`src/rtl/wave_program_scheduler.sv`:
```
`default_nettype none
// ============================================================================
// Module   : wave_program_scheduler
// Purpose  : Slot sequencer for the x/y wave-generator pair. Keeps up to
//            NUM_SLOTS x/y programs in a double-buffered store (shadow
//            written by cfg_*, active presented). Rotates through the active
//            slots, one frame per slot. Each frame is one LOAD cycle with the
//            generators held in reset, then FRAME_CYCLES RUN cycles.
// Revision : 1.0  initial release
// ----------------------------------------------------------------------------
// Ports
//   clk, reset       clock, synchronous active-high reset
//   enable           1 = rotate slots, 0 = park generators in reset
//   slot_count       active slot count (0 -> 1, > NUM_SLOTS -> NUM_SLOTS)
//   cfg_we           write one opcode/param entry into the shadow bank
//   cfg_slot/axis/idx  target of the write (axis 0 = x, 1 = y)
//   cfg_instr/param  3-bit opcode and 8-bit parameter written
//   cfg_commit       request a shadow -> active copy
//   x/y_instr_flat   opcodes, entry i at [3i+:3]
//   x/y_params_flat  params, entry i at [8i+:8]
//   gen_reset        reset to both generators
//   cur_slot         slot currently presented
//   frame_start      pulse on the first RUN cycle of each frame
//   commit_pending   commit requested but not yet applied
// ============================================================================
module wave_program_scheduler #(
  parameter int NUM_SLOTS    = 4,
  parameter int FRAME_CYCLES = 1024,
  localparam int SW = $clog2(NUM_SLOTS),
  localparam int TW = $clog2(FRAME_CYCLES)
) (
  input  logic          clk,
  input  logic          reset,
  input  logic          enable,
  input  logic [SW:0]   slot_count,
  input  logic          cfg_we,
  input  logic [SW-1:0] cfg_slot,
  input  logic          cfg_axis,
  input  logic [1:0]    cfg_idx,
  input  logic [2:0]    cfg_instr,
  input  logic [7:0]    cfg_param,
  input  logic          cfg_commit,
  output logic [11:0]   x_instr_flat,
  output logic [31:0]   x_params_flat,
  output logic [11:0]   y_instr_flat,
  output logic [31:0]   y_params_flat,
  output logic          gen_reset,
  output logic [SW-1:0] cur_slot,
  output logic          frame_start,
  output logic          commit_pending
);

  // One slot's program packed as {y_params, y_instr, x_params, x_instr}.
  localparam int PW          = 88;
  localparam int X_INSTR_LSB = 0;
  localparam int X_PARAM_LSB = 12;
  localparam int Y_INSTR_LSB = 44;
  localparam int Y_PARAM_LSB = 56;

  typedef enum logic [1:0] {
    S_IDLE = 2'd0,
    S_LOAD = 2'd1,
    S_RUN  = 2'd2
  } state_t;

  logic [PW-1:0] shadow [NUM_SLOTS];
  logic [PW-1:0] active [NUM_SLOTS];

  state_t        state, state_nx;
  logic [TW-1:0] timer, timer_nx;
  logic [SW-1:0] slot_nx;
  logic [PW-1:0] prog, prog_nx;
  logic          gen_reset_nx;
  logic          frame_start_nx;
  logic          pending_nx;

  logic          at_end;
  logic [SW:0]   eff_count;
  logic [SW:0]   succ;
  logic [SW-1:0] wrap_slot;
  logic [SW-1:0] load_slot;
  logic [PW-1:0] load_prog;
  logic          apply_copy;
  logic [6:0]    instr_off;
  logic [6:0]    param_off;

  assign x_instr_flat  = prog[X_INSTR_LSB +: 12];
  assign x_params_flat = prog[X_PARAM_LSB +: 32];
  assign y_instr_flat  = prog[Y_INSTR_LSB +: 12];
  assign y_params_flat = prog[Y_PARAM_LSB +: 32];

  assign at_end = (state == S_RUN) && (timer == TW'(FRAME_CYCLES - 1));

  always_comb begin
    eff_count = slot_count;
    if (slot_count == '0)
      eff_count = (SW+1)'(1);
    else if (slot_count > (SW+1)'(NUM_SLOTS))
      eff_count = (SW+1)'(NUM_SLOTS);
  end

  // ">=" rather than "==" so a slot_count shrunk below cur_slot+1 wraps to 0.
  assign succ      = {1'b0, cur_slot} + (SW+1)'(1);
  assign wrap_slot = (succ >= eff_count) ? '0 : succ[SW-1:0];

  // A commit lands immediately in IDLE, otherwise only on a boundary that is
  // actually taken (enable low wins over the boundary and leaves it pending).
  assign apply_copy = (commit_pending || cfg_commit) &&
                      ((state == S_IDLE) || (at_end && enable));

  // Flats come from the post-commit bank: on a copy edge the active bank has
  // not been updated yet, so read the (pre-write) shadow directly.
  assign load_slot = (state == S_IDLE) ? '0 : wrap_slot;
  assign load_prog = apply_copy ? shadow[load_slot] : active[load_slot];

  assign instr_off = (cfg_axis ? 7'(Y_INSTR_LSB) : 7'(X_INSTR_LSB)) + 7'(cfg_idx) * 7'd3;
  assign param_off = (cfg_axis ? 7'(Y_PARAM_LSB) : 7'(X_PARAM_LSB)) + 7'(cfg_idx) * 7'd8;

  always_comb begin
    state_nx       = state;
    timer_nx       = timer;
    slot_nx        = cur_slot;
    prog_nx        = prog;
    frame_start_nx = 1'b0;
    case (state)
      S_IDLE: begin
        if (enable) begin
          state_nx = S_LOAD;
          slot_nx  = '0;
          prog_nx  = load_prog;
          timer_nx = '0;
        end
      end
      S_LOAD: begin
        timer_nx = '0;
        if (!enable) begin
          state_nx = S_IDLE;
        end else begin
          state_nx       = S_RUN;
          frame_start_nx = 1'b1;
        end
      end
      S_RUN: begin
        if (!enable) begin
          state_nx = S_IDLE;
          timer_nx = '0;
        end else if (at_end) begin
          state_nx = S_LOAD;
          slot_nx  = wrap_slot;
          prog_nx  = load_prog;
          timer_nx = '0;
        end else begin
          timer_nx = timer + TW'(1);
        end
      end
      default: begin
        state_nx = S_IDLE;
        timer_nx = '0;
      end
    endcase
    gen_reset_nx = (state_nx != S_RUN);
    if (apply_copy)
      pending_nx = 1'b0;
    else if (cfg_commit)
      pending_nx = 1'b1;
    else
      pending_nx = commit_pending;
  end

  always_ff @(posedge clk) begin
    if (reset) begin
      state          <= S_IDLE;
      timer          <= '0;
      cur_slot       <= '0;
      prog           <= '0;
      gen_reset      <= 1'b1;
      frame_start    <= 1'b0;
      commit_pending <= 1'b0;
    end else begin
      state          <= state_nx;
      timer          <= timer_nx;
      cur_slot       <= slot_nx;
      prog           <= prog_nx;
      gen_reset      <= gen_reset_nx;
      frame_start    <= frame_start_nx;
      commit_pending <= pending_nx;
    end
  end

  // Program banks. The copy reads shadow before this edge's write lands.
  always_ff @(posedge clk) begin
    if (reset) begin
      for (int i = 0; i < NUM_SLOTS; i++) begin
        shadow[i] <= '0;
        active[i] <= '0;
      end
    end else begin
      if (apply_copy)
        active <= shadow;
      if (cfg_we) begin
        shadow[cfg_slot][instr_off +: 3] <= cfg_instr;
        shadow[cfg_slot][param_off +: 8] <= cfg_param;
      end
    end
  end

endmodule
`default_nettype wire

```
`config.mk`:
```
export PLATFORM = sky130hd
export DESIGN_NAME = wave_program_scheduler
export DESIGN_NICKNAME = d
export VERILOG_FILES = /design/src/rtl/wave_program_scheduler.sv
export SDC_FILE = /design/constraint.sdc
export NUM_CORES = 2
export LEC_CHECK = 0
export ABC_AREA = 1
export BUFFER_PORTS_ARGS = -buffer_cell sky130_fd_sc_hd__buf_2
export CAP_MARGIN = 25
export CORE_MARGIN = 5
export CORE_UTILIZATION = 55
export DETAILED_ROUTE_END_ITERATION = 10
export HOLD_SLACK_MARGIN = 0.05
export PLACE_DENSITY = 0.74
export SLEW_MARGIN = 20
export SYNTH_ARGS = -nofsm -noshare
export SYNTH_HDL_FRONTEND = slang
export SYNTH_SLANG_ARGS = --single-unit
export TNS_END_PERCENT = 5
```
`constraint.sdc`:
```
create_clock -name clk -period 4 [get_ports clk]
set_input_delay 0.2 -clock clk [delete_from_list [all_inputs] [get_ports clk]]
set_output_delay 0.2 -clock clk [all_outputs]
set_load 0.005 [all_outputs]
```
==> flow_summary.json <==
{
  "outcome": "finished clean",
  "arrival_ns": 3.86,
  "p_leak_uw": 0.0195,
  "rows": 101,
  "overflow": 0,
  "hold_violations": 0,
  "yosysTopAreaCell": "dfxtp_1",
  "cts.sinks": 809,
  "drtPass1Iterations": 8,
  "synth_area_leaders": "dfxtp_1 39%, nand2_1 12%, nor2_1 8.0%",
  "setup_violations": 0,
  "wl_mm": 151,
  "die_width_um": 285,
  "cts-resized-gates": 0,
  "worstSetupPathType": "reg -> reg",
  "postLayoutCoreUtil": 0.610,
  "setup_tns_ns": 0,
  "die_area_um2": 81300,
  "yosysWarnings": 0,
  "ys_seq_area_frac": 0.389,
  "maxCapViolations": 0,
  "die_h_um": 285,
  "grt_pass1_vias": 39403,
  "grt_max_degree": 142,
  "drc_errors": 0,
  "critPathLaunch": "cur_slot[0]",
  "num_io_pins": 117,
  "slew_headroom": 0.242,
  "min_period_ns": 3.29,
  "cts.path.max_buffers": 3,
  "start_kind": "flop",
  "dp_hpwl_mm": 101,
  "hold_class": "in -> reg",
  "antenna_found_initial": 7,
  "via_per_inst": 5.97,
  "rsz0062_at_grt": "false",
  "syn_area_um2": 41600,
  "nFillCells": 7128,
  "cts_setup_buffers": 0,
  "fin_nets": 6311,
  "track_usage": 0.354,
  "finalWorstSetupSlack_ns": 0.709,
  "cts_tree": "built",
  "p_per_area_nw_per_um2": 445,
  "insertion_delay_ns": 0.65,
  "min-delay-start": "cfg_param[5]",
  "r2r-end": "prog[87]",
  "syn_to_final_growth_pct": 10.7,
  "root_buffer": "clkbuf_16",
  "cts_hold_buf": 4,
  "synthCells": 6348,
  "period_share": 0.823,
  "drv_slew": 0,
  "pre_cts_ws_ns": 0.327,
  "ys.flop_type": "dfxtp_1",
  "cp.required_ns": 4.57,
  "multiInputGateArea_um2": 21700,
  "portBuffers": 116,
  "synth_cell_type_count": 47,
  "grt_pass1_wl_mm": 231,
  "async_flop_share": 0,
  "grt-busiest-layer": "met2",
  "worstMarginPinSlew_ns": 1.14,
  "postSynthNetCount": 6391,
  "grtUsageMet2": 0.531,
  "synth_edf_count": 0,
  "cts-htree-levels": 3,
  "gp_congestion": 1.07,
  "wire_per_inst_um": 20.7,
  "reg2reg_slack_ns": 0.71,
  "avgSynthCellArea_um2": 6.56,
  "fmax_mhz": 304,
  "clock_skew_ns": 0.0175,
  "final-seq-area_um2": 16200,
  "grt_util_met1": 0.493,
  "rr_worst_depth": 14,
  "drt_iter0_markers": 5452,
  "core_um2": 75600,
  "ant_nets": 0,
  "whs_ns": 0.101,
  "crit_path_end_kind": "flop",
  "crit_fanout": 30,
  "rr_startpoint": "cur_slot[0]",
  "clk_pin_slew_ns": 0.06,
  "ys_ff_latch": 809,
  "drive_above_1_share": 0.0819,
  "vias": 43692,
  "cts_made_buffers": 88,
  "initial_core_util": 0.551,
  "crit_end": "prog[87]",
  "use_met3": 0.0795,
  "vdd_ir_drop_max_mv": 0.340,
  "synthDominantCellAreaShare": 0.389
}
layer usage:
layer	up-vias	routed length, um
met3	416	16000
met2	2143	64300
met1	20176	63800
met5	-	70
met4	10	6970
li1	20947	-
worst min path at each step:
stage | endpoint | slack, ns | cells past startpoint
finish | shadow[265] | 0.10 | 5
global route | shadow[177] | 0.14 | 5
CTS | shadow[265] | 0.07 | 5
detailed placement | active[342] | 0.44 | 2
global placement | active[278] | 0.44 | 2
floorplan | frame_start | 0.36 | 2
power breakdown:
| group | leakage [uW] | switching [uW] | internal (uW) | total [uW] |
|---|---|---|---|---|
| Sequential | 0.00661 | 201 | 8500 | 8700 |
| Combinational | 0.0114 | 2430 | 931 | 3360 |
| Clock | 0.00149 | 3450 | 4990 | 8440 |
layout make-up:
type	count	share of cell area
multi-input cells	4580	0.471
well taps	978	0.0265
inverters	535	0.0438
flip-flops and latches	809	0.351
clock inverters	35	0.00958
repair buffers	254	0.0426
diodes	2	0.000109
clock buffers	123	0.0554
flip-flops by register name, indices dropped and copies added, names as in the netlist:
| signal | count |
|---|---|
| commit_pending | 1 |
| cur_slot | 2 |
| active | 352 |
| timer | 10 |
| gen_reset | 1 |
| state | 2 |
| frame_start | 1 |
| shadow | 352 |
| prog | 88 |
cell usage after synthesis, types with 32 or more instances:
master	number
a21oi_1	636
buf_2	95
clkbuf_1	291
dfxtp_1	809
inv_1	506
nand2_1	1382
nand3_1	347
nand4_1	32
nor2_1	890
nor3_1	70
o211ai_1	266
o21ai_0	663
o221ai_1	88
worst max-delay path, cell delays in order, from the launching register on:
cell	delay, ns
dfxtp_1	0.47
ha_1	0.30
ha_1	0.30
nand3b_1	0.11
nand3_1	0.14
nor2_4	0.19
nand2_4	0.27
inv_2	0.33
buf_4	0.37
nand2_1	0.08
nand2_1	0.06
nand2_1	0.05
nand3_1	0.09
nand2_1	0.25
a21oi_1	0.19
stage by stage:
stage | cells | power (uW) | cell area (um^2)
6_report | 7316 | 20500 | 46100
4_1_cts | 7314 | 20500 | 46100
3_3_place_gp | 7152 | 12100 | 43100
2_1_floorplan | 6348 | 11000 | 41600
5_1_grt | 7314 | 21300 | 46100
3_5_place_dp | 7152 | 12100 | 43100
placed cells by master, fill, tap and decap left out, types with 70 or more instances in the layout:
master | Yosys | final
nand2_1 | 1382 | 1381
nor2_1 | 890 | 886
dfxtp_1 | 809 | 809
o21ai_0 | 663 | 662
a21oi_1 | 636 | 636
inv_1 | 506 | 503
nand3_1 | 347 | 347
o211ai_1 | 266 | 266
buf_2 | 95 | 116
buf_4 | 17 | 107
clkbuf_16 | 0 | 90
o221ai_1 | 88 | 88
nor3_1 | 70 | 70
cells by family (layout without fill, tap and decap cells):
kind of cell | count (synthesis) | after routing | synth area share
AO/OA/AOI/OAI | 1748 | 1748 | 0.239
other | 0 | 2 | 0
AND/OR/NAND/NOR | 2812 | 2812 | 0.275
flip-flops | 809 | 809 | 0.389
XOR/XNOR | 1 | 1 | 0.000210
buffers and inverters | 959 | 947 | 0.0914
adder cells (fa/ha/maj) | 19 | 19 | 0.00571
Power figures use the tool's default switching activity.
